<file path="src/rtl/button_note_scheduler.sv">
// Debounces the keypad button index and turns debounced presses/releases into
// an alternating note-on/note-off event stream with a minimum-length gate.
module button_note_scheduler #(
  parameter int unsigned DEBOUNCE_CYCLES = 1000,
  parameter int unsigned MIN_GATE_CYCLES = 2000,
  parameter int unsigned CNT_W           = 16
) (
  input  logic       clk,
  input  logic       rst_n,
  input  logic [3:0] button,
  output logic       evt_valid,
  input  logic       evt_ready,
  output logic       evt_on,
  output logic [2:0] evt_note,
  output logic       gate,
  output logic [2:0] active_note,
  output logic       busy
);

  typedef enum logic [1:0] {IDLE, SEND_ON, HELD, SEND_OFF} state_e;

  localparam logic [CNT_W-1:0] DEB_LAST = CNT_W'(DEBOUNCE_CYCLES - 1);
  localparam logic [CNT_W-1:0] MIN_GATE = CNT_W'(MIN_GATE_CYCLES);
  localparam logic [3:0]       NO_KEY   = 4'd15;

  logic [3:0]       code;
  logic [3:0]       cand_q;
  logic [CNT_W-1:0] cnt_q;
  logic [3:0]       deb_q;
  logic             deb_is_key;

  state_e           state_q, state_d;
  logic             evt_on_q, evt_on_d;
  logic [2:0]       evt_note_q, evt_note_d;
  logic             gate_q, gate_d;
  logic [2:0]       active_q, active_d;
  logic [CNT_W-1:0] gcnt_q, gcnt_d;

  assign code       = (button <= 4'd7) ? button : NO_KEY;
  assign deb_is_key = (deb_q != NO_KEY);

  // The edge that first samples a new code counts as its first stable sample,
  // so deb follows after DEBOUNCE_CYCLES identical samples including that one.
  // NOTE: state registers use non-blocking assignments so every flop sees pre-edge values.
  always_ff @(posedge clk or negedge rst_n) begin
    if (!rst_n) begin
      cand_q <= NO_KEY;
      cnt_q  <= '0;
      deb_q  <= NO_KEY;
    end else if (code != cand_q) begin
      cand_q <= code;
      cnt_q  <= '0;
      if (DEBOUNCE_CYCLES == 1) deb_q <= code;
    end else begin
      if (cnt_q != DEB_LAST) cnt_q <= cnt_q + CNT_W'(1);
      if ((cnt_q + CNT_W'(1)) >= DEB_LAST) deb_q <= cand_q;
    end
  end

  always_ff @(posedge clk or negedge rst_n) begin
    if (!rst_n) begin
      state_q    <= IDLE;
      evt_on_q   <= 1'b0;
      evt_note_q <= 3'd0;
      gate_q     <= 1'b0;
      active_q   <= 3'd0;
      gcnt_q     <= '0;
    end else begin
      state_q    <= state_d;
      evt_on_q   <= evt_on_d;
      evt_note_q <= evt_note_d;
      gate_q     <= gate_d;
      active_q   <= active_d;
      gcnt_q     <= gcnt_d;
    end
  end

  // NOTE: every signal gets a hold default first so no path infers a latch.
  always_comb begin
    state_d    = state_q;
    evt_on_d   = evt_on_q;
    evt_note_d = evt_note_q;
    gate_d     = gate_q;
    active_d   = active_q;
    gcnt_d     = gcnt_q;
    unique case (state_q)
      IDLE: begin
        if (deb_is_key) begin
          state_d    = SEND_ON;
          evt_on_d   = 1'b1;
          evt_note_d = deb_q[2:0];
        end
      end
      SEND_ON: begin
        if (evt_ready) begin
          state_d  = HELD;
          gate_d   = 1'b1;
          active_d = evt_note_q;
          gcnt_d   = '0;
        end
      end
      HELD: begin
        if (gcnt_q != '1) gcnt_d = gcnt_q + CNT_W'(1);
        // Switching to another key is treated as releasing the sounding one.
        if ((deb_q != {1'b0, active_q}) && (gcnt_q >= MIN_GATE)) begin
          state_d    = SEND_OFF;
          evt_on_d   = 1'b0;
          evt_note_d = active_q;
        end
      end
      SEND_OFF: begin
        if (evt_ready) begin
          gate_d = 1'b0;
          if (deb_is_key) begin
            state_d    = SEND_ON;
            evt_on_d   = 1'b1;
            evt_note_d = deb_q[2:0];
          end else begin
            state_d = IDLE;
          end
        end
      end
      default: state_d = IDLE;
    endcase
  end

  always_comb begin
    evt_valid   = (state_q == SEND_ON) || (state_q == SEND_OFF);
    busy        = (state_q != IDLE);
    evt_on      = evt_on_q;
    evt_note    = evt_note_q;
    gate        = gate_q;
    active_note = active_q;
  end

endmodule
</file>
<file path="config.mk">
export PLATFORM = sky130hd
export DESIGN_NAME = button_note_scheduler
export DESIGN_NICKNAME = d
export VERILOG_FILES = /design/src/rtl/button_note_scheduler.sv
export SDC_FILE = /design/constraint.sdc
export NUM_CORES = 1
export LEC_CHECK = 0
export ABC_AREA = 1
export CAP_MARGIN = 20
export CELL_PAD_IN_SITES_DETAIL_PLACEMENT = 0
export CELL_PAD_IN_SITES_GLOBAL_PLACEMENT = 1
export CORE_ASPECT_RATIO = 1.75
export CORE_UTILIZATION = 45
export DETAILED_ROUTE_END_ITERATION = 8
export GPL_ROUTABILITY_DRIVEN = 0
export PLACE_DENSITY_LB_ADDON = 0.1
export SYNTH_ARGS = -nofsm -noshare
export SYNTH_HDL_FRONTEND = slang
export SYNTH_SLANG_ARGS = --single-unit
</file>
<file path="constraint.sdc">
create_clock -name clk -period 3.9 [get_ports clk]
set_input_delay 0.585 -clock clk [delete_from_list [all_inputs] [get_ports clk]]
set_output_delay 0.585 -clock clk [all_outputs]
set_load 0.01 [all_outputs]
</file>
==> summary.txt, run 1 <==
Power and ir drop
  • P_leak: roughly 1.6 nW
  • PD cells: about 450 nW/µm²
  • Gate power share: 0.305
  • Clock power share: 0.291
  • P_sw: around 0.52 mW
  • Switching share of power: 0.347
  • Int Pwr: roughly 0.99 mW
  • Seq pwr share: 0.404
  • VDD IR max: 0.310 mV

Worst setup path
  • R2r setup slk: between 1 and 1.5 ns
  • Family with the most delay on the worst path: buffers and inverters
  • Critical R2R Launch: state_q[0]
  • Crit-path max FO: 20
  • Crit end category: flop
  • Crit-path cells: inv_1, ha_1, inv_1, nor3_1, nand3_1, nand2_1, buf_4, inv_1, nand2_1, inv_1, nor3_1
  • Reg2reg end: gcnt_q[9]
  • Arrival time at the worst endpoint: 2.96 ns
  • Critical path launch point type: flop
  • Max incr delay on CP: around 0.50 ns
  • CP dominant cell by count: inv_1
  • Worst path slowest cell: ha_1
  • WP data required: between 4 and 5 ns
  • WP buf/inv: 5
  • Setup Crit Path Kind: reg -> reg
  • Number of cells on the worst reg-to-reg path: 11

Global route
  • GR Util met2: 0.439
  • First-pass GRT wire length: around 12 mm
  • Antenna violations before repair: 0
  • Largest net degree at the start of global routing: 31
  • Overflow after GRT: 0
  • GRT busiest layer: met2
  • Vias in the first global route: roughly 2500
  • Met3 GRT Util: 0.0322
  • M1 GR Usage: 0.226
  • All-Layer GR Usage: 0.228

Drt
  • Vias per cell: slightly above 5
  • DR WL/cell: between 10 and 15 µm
  • Iteration-0 DRC Markers: 179
  • DRC: 0
  • Routed vias: roughly 2600
  • Pre-antenna DRT Iters: 4
  • Overall routed net length: approximately 7 mm
  • Post-route ant nets: 0

STA
  • Tcrit/Tclk final: 0.706
  • Rel. slew slack: 0.611
  • Crit path time final: about 2.8 ns
  • RSZ-0062 raised after global routing: no
  • Worst Tran Pin Value: 0.582 ns
  • Worst hold slack: between 0.2 and 0.3 ns
  • Final Hold Fails: 0
  • Final setup fails: 0
  • Final Skew: 0.00711 ns
  • Fmax: between 0.3 and 0.4 GHz
  • Setup TNS: 0 ns
  • Fin. max-slew vios: 0

Logic synthesis
  • Ys Warns: 0
  • Yosys top cell by area: dfrtp_1
  • Synth Instances: approximately 400
  • Synth Area in Simple Gates: 0.329
  • Mux contribution to synthesized area: 0.00669
  • Post-Syn Area: about 3000 µm²
  • Top post-synthesis cells by area: dfrtp_1 (35%), nand2_1 (13%), dfstp_2 (7.0%)
  • Share of the synthesized area in the top cell type: 0.351
  • Cell variety after synth: 35
  • Synthesized net count: between 400 and 500
  • Adder-cell share of the synthesized area: 0.0376
  • Post-Syn Area per Cell: about 7.5 µm²
  • Flops & latches, synth: 50
  • Largest family of logic cells by synthesized area: simple AND/OR/NAND/NOR gates
  • Synth Area in Compound Gates: 0.0849
  • Register area share after synthesis: 0.421
  • Post-Synth XOR/XNOR Area: 0.0380

Die
  • DIE AREA: 6990 µm²
  • Initial Util: 0.461
  • Die Ht: ~110 µm
  • Row cnt: 39
  • DIE WIDTH: ~64 µm
  • Core area: approximately 6500 µm²
  • IO Pins: 17

Clock network
  • CTS Buffer Depth: 2
  • Post-CTS Resized: 0
  • Reg clk slew, reported paths: 0.07 ns
  • CTS Hold Buffers Added: 0
  • Worst-skew pair later-pin latency: between 0.2 and 0.3 ns
  • Root Driver: clkbuf_16
  • Num CTS Buffers: 5
  • TritonCTS clock tree: yes
  • CTS Sinks: 50
  • H-tree depth: 2
  • Setup Buffers After CTS: 0

Job
  • Max_cap viols: 0

Layout
  • Most frequent cells in the layout: nand2_1 (106), inv_1 (56), dfrtp_1 (42), nand3_1 (35), nor2_1 (33)
  • Layout cell share with drive strength beyond 1: 0.0833
  • Ant diodes: 0
  • Nets: 435
  • Area grow syn2layout: 12.8%
  • Commonest non-fill, non-tap cell in the layout: nand2_1

Place
  • Post-DP HPWL: between 5 and 6 mm
  • Port Buffer Count: 16

Hold path
  • Hold Path Class: in -> async

Status
  • Status: complete, no violations
synthesized netlist by cell type:
| library cell | n |
|---|---|
| or2_2 | 2 |
| nand2_1 | 106 |
| o22ai_1 | 1 |
| and3_1 | 1 |
| clkbuf_1 | 2 |
| inv_1 | 56 |
| o31ai_1 | 6 |
| xor2_1 | 8 |
| nor4_1 | 1 |
| nor2_2 | 6 |
| dfrtp_1 | 42 |
| o21ai_2 | 1 |
| buf_2 | 2 |
| a21oi_1 | 13 |
| nand4_1 | 12 |
| o21ai_0 | 23 |
| nor2_1 | 33 |
| nor2_4 | 2 |
| o21ai_1 | 1 |
| xnor2_1 | 5 |
| ha_1 | 9 |
| buf_1 | 1 |
| buf_4 | 2 |
| nand3_2 | 1 |
| nand2_2 | 2 |
| nand3b_1 | 2 |
| mux2i_1 | 2 |
| nor3_1 | 11 |
| nand3_1 | 35 |
| or2_1 | 1 |
| nor3_2 | 1 |
| nand2_4 | 1 |
| nor3b_1 | 1 |
| a21oi_2 | 1 |
| dfstp_2 | 8 |
final cells by class:
class / count / area [µm²]
sequential: 50 / 1260
inverter: 56 / 210
tap: 82 / 103
fill: 613 / 3110
timing repair buffer: 18 / 170
multi-input combinational: 288 / 1490
clock buffer: 7 / 143
clock inverter: 1 / 5.00
how the worst max path moves through the flow:
stage                           from   endpoint  slack (ns)  cells after the start
after global routing      state_q[0]  gcnt_q[9]        0.91                     11
after detailed placement  state_q[0]  gcnt_q[9]        1.16                     11
after global placement    state_q[0]  gcnt_q[9]        1.13                     11
after CTS                 state_q[0]  gcnt_q[9]        1.14                     11
after floorplan            button[2]   cnt_q[0]        2.30                      7
final                     state_q[0]  gcnt_q[9]        1.15                     11
stage by stage:
| stage | worst slack (ns) | util | power, mW | std cells | cell area (µm²) |
|---|---|---|---|---|---|
| after floorplan | 2.30 | - | 0.925 | 401 | 2990 |
| after global placement | 1.13 | 0.498 | 1.08 | 494 | 3230 |
| after detailed placement | 1.16 | 0.498 | 1.08 | 494 | 3230 |
| after CTS | 1.14 | 0.520 | 1.53 | 502 | 3380 |
| after global routing | 0.909 | 0.520 | 1.62 | 502 | 3380 |
| final | 1.15 | 0.520 | 1.51 | 502 | 3380 |
sequential cells by signal (all words and copies together) (netlist names):
| register | cells |
|---|---|
| active_note | 3 |
| evt_on | 1 |
| state_q | 2 |
| gate | 1 |
| gcnt_q | 16 |
| evt_note | 3 |
| deb_q | 4 |
| cnt_q | 16 |
| cand_q | 4 |
power groups by stage:
stage | clock [mW] | combinational [mW] | sequential [mW]
after global routing | 0.474 | 0.530 | 0.619
final | 0.440 | 0.461 | 0.610
after floorplan | 0 | 0.308 | 0.618
after global placement | 0 | 0.462 | 0.619
after detailed placement | 0 | 0.461 | 0.620
after CTS | 0.454 | 0.464 | 0.610
routing by layer:
metal | vias up | routed length, µm
li1 | 1322 | -
met1 | 1202 | 2690
met2 | 40 | 4030
met3 | 18 | 148
met4 | 0 | 290
met5 | - | 0
logic make-up after synthesis:
| kind of cell | after synthesis |
|---|---|
| and+or+nand+nor | 218 |
| DFF | 50 |
| adders and majority gates | 9 |
| buffers and inverters | 63 |
| muxes | 2 |
| AOI/OAI and AO/OA | 46 |
| xor gates and xnor gates | 13 |
(Power assumes the default switching activity.)
==> inputs of run 2 (changes only) <==
--- a/config.mk
+++ b/config.mk
@@ -10,7 +10,7 @@
 export CELL_PAD_IN_SITES_DETAIL_PLACEMENT = 0
 export CELL_PAD_IN_SITES_GLOBAL_PLACEMENT = 1
 export CORE_ASPECT_RATIO = 1.75
-export CORE_UTILIZATION = 45
+export CORE_UTILIZATION = 44
 export DETAILED_ROUTE_END_ITERATION = 8
 export GPL_ROUTABILITY_DRIVEN = 0
 export PLACE_DENSITY_LB_ADDON = 0.1
==> constraint.sdc (replaced) <==
create_clock -name clk -period 2.7 [get_ports clk]
set_input_delay 0.405 -clock clk [delete_from_list [all_inputs] [get_ports clk]]
set_output_delay 0.405 -clock clk [all_outputs]
set_load 0.01 [all_outputs]
==> summary.txt, run 2 (synthesis results as in run 1) <==
Clock network
  • Num CTS Buffers: 5 (unchanged)
  • CTS Sinks: 50 (unchanged)
  • Root Driver: clkbuf_16
  • TritonCTS clock tree: yes
  • H-tree depth: 2 (unchanged)
  • Post-CTS Resized: 0 (unchanged)
  • CTS Buffer Depth: 2 (unchanged)
  • Setup Buffers After CTS: 0 (unchanged)
  • CTS Hold Buffers Added: 0 (unchanged)
  • Worst-skew pair later-pin latency: 0.30 ns (about the same)
  • Reg clk slew, reported paths: 0.07 ns (about the same)

Power and ir drop
  • VDD IR max: 0.371 mV (+20%)
  • Gate power share: 0.317 (+0.012)
  • Switching share of power: 0.364 (+0.0169)
  • P_leak: 1.56 nW (+0.22%)
  • Seq pwr share: 0.398 (-0.006)
  • PD cells: 653 nW/µm² (+46%)
  • Int Pwr: 1.41 mW (+43%)
  • P_sw: 0.807 mW (+54%)
  • Clock power share: 0.285 (-0.006)

Layout
  • Nets: 438 (+0.69%)
  • Area grow syn2layout: 13.5%
  • Most frequent cells in the layout: nand2_1 (106), inv_1 (56), dfrtp_1 (42), nand3_1 (35), nor2_1 (33)
  • Layout cell share with drive strength beyond 1: 0.0898 (+0.00650)
  • Largest regs: cnt_q x16, gcnt_q x16
  • Final instance area: 3400 µm² (+0.56%)
  • Commonest non-fill, non-tap cell in the layout: nand2_1
  • Ant diodes: 0 (unchanged)
  • Filler cell count: 674 (+10%)
  • Finished Layout Cells: 505 (+0.60%)

Worst setup path
  • WP data required: 2.91 ns (-1.19 ns)
  • Max incr delay on CP: 0.43 ns (-0.07 ns)
  • Arrival time at the worst endpoint: 2.33 ns (-0.63 ns)
  • Worst path slowest cell: dfrtp_1
  • Crit-path cells: inv_1, ha_1, inv_1, nor3_1, nand3_1, nand2_1, inv_1, nand2_1, inv_1, nor3_1
  • Setup Crit Path Kind: reg -> reg
  • Family with the most delay on the worst path: simple AND/OR/NAND/NOR gates
  • WP buf/inv: 4 (-1)
  • Critical path launch point type: flop
  • CP dominant cell by count: inv_1
  • Crit-path max FO: 13 (-35%)
  • Crit end category: flop

Hold path
  • Hold Path Class: in -> async

Global route
  • Antenna violations before repair: 0 (unchanged)
  • All-Layer GR Usage: 0.237 (+0.00974)
  • Vias in the first global route: 2729 (+7.1%)
  • Largest net degree at the start of global routing: 29 (-6.5%)
  • Overflow after GRT: 0 (unchanged)
  • First-pass GRT wire length: 12.7 mm (+6.2%)

Die
  • DIE WIDTH: 64.3 µm (+1.1%)
  • Die Ht: 111 µm (+1.1%)
  • DIE AREA: 7150 µm² (+2.2%)
  • Core area: 6540 µm² (+0.75%)
  • IO Pins: 17 (unchanged)
  • Row cnt: 39 (unchanged)
  • Initial Util: 0.458 (-0.00344)

STA
  • Tcrit/Tclk final: 0.785 (+0.0790)
  • Fin. max-slew vios: 0 (unchanged)
  • Final setup fails: 0 (unchanged)
  • Rel. slew slack: 0.578 (-0.0332)
  • Final Skew: 0.00959 ns (+0.00248 ns)
  • Fin worst setup slack: 0.581 ns (-0.566 ns)
  • Worst Tran Pin Value: 0.633 ns (+0.0512 ns)
  • Final Hold Fails: 0 (unchanged)
  • RSZ-0062 raised after global routing: no
  • Crit path time final: 2.12 ns (-0.634 ns)
  • Setup TNS: 0 ns (unchanged)
  • Fmax: 0.472 GHz (+30%)

Drt
  • Overall routed net length: 7.51 mm (+4.9%)
  • Vias per cell: 5.13 (-0.21%)
  • Routed vias: 2592 (+0.39%)
  • Pre-antenna DRT Iters: 4 (unchanged)
  • Post-route ant nets: 0 (unchanged)
  • DR WL/cell: 14.9 µm (+4.3%)
  • Iteration-0 DRC Markers: 91 (-49%)
  • DRC: 0 (unchanged)

Place
  • Pre-CTS setup slack: 0.538 ns (-0.620 ns)
  • Placed standard-cell area: 3250 µm² (+0.70%)
  • Port Buffer Count: 16 (unchanged)
  • Number of cells in the design after placement: 497 (+0.61%)
  • Post-DP HPWL: 5.99 mm (+7.1%)

Job
  • Max_cap viols: 0 (unchanged)

Status
  • Status: complete, no violations
[run 2: changes by cell type in the layout (fill, tap and decap cells not counted), sizes merged]
cell | previous run | this run
clkinv | 1 | 0
buf | 3 | 6
clkbuf | 7 | 6
clkinvlp | 0 | 2
[run 2: final timing paths]
| check | start | end | slack, ns | cells past startpoint |
|---|---|---|---|---|
| max | state_q[0] | gcnt_q[9] | 0.58 | 10 |
| min | rst_n | gcnt_q[5] | 0.11 | 1 |
| max reg2reg | state_q[0] | gcnt_q[9] | 0.58 | 10 |
| min reg2reg | deb_q[0] | deb_q[0] | 0.49 | 2 |
| max in group asynchronous | rst_n | deb_q[2] | 1.88 | 2 |
| min in group clk | deb_q[0] | deb_q[0] | 0.49 | 2 |
[run 2: routing by layer]
metal  track usage  wire length [µm]  vias to the layer above
met5             0                 0                        -
met4         0.120               319                        0
met3        0.0370               122                       19
met2         0.476              4450                       32
met1         0.214              2620                     1218
li1              -                 -                     1323
[run 2: final cells by class]
type | instances | area, µm² | area share
clock buffers | 6 | 129 | 0.0380
clock inverters | 2 | 15.0 | 0.00442
inverters | 56 | 210 | 0.0619
multi-input cells | 288 | 1490 | 0.437
flip-flops and latches | 50 | 1260 | 0.371
well taps | 82 | 103 | 0.0302
repair buffers | 21 | 193 | 0.0567
[run 2: per-stage QoR]
step | hold slack, ns | utilization | power, mW
detailed placement | 0.470 | 0.497 | 1.61
global placement | 0.463 | 0.497 | 1.60
finish | 0.115 | 0.519 | 2.22
CTS | 0.146 | 0.519 | 2.25
floorplan | 0.109 | - | 1.34
global route | 0.171 | 0.519 | 2.36
[run 2: power by group through the flow]
stage | logic [mW] | registers [mW] | clock network [mW]
after floorplan | 0.444 | 0.892 | 0
after global placement | 0.705 | 0.894 | 0
after detailed placement | 0.711 | 0.896 | 0
after CTS | 0.715 | 0.882 | 0.650
after global routing | 0.791 | 0.893 | 0.675
final | 0.702 | 0.884 | 0.632
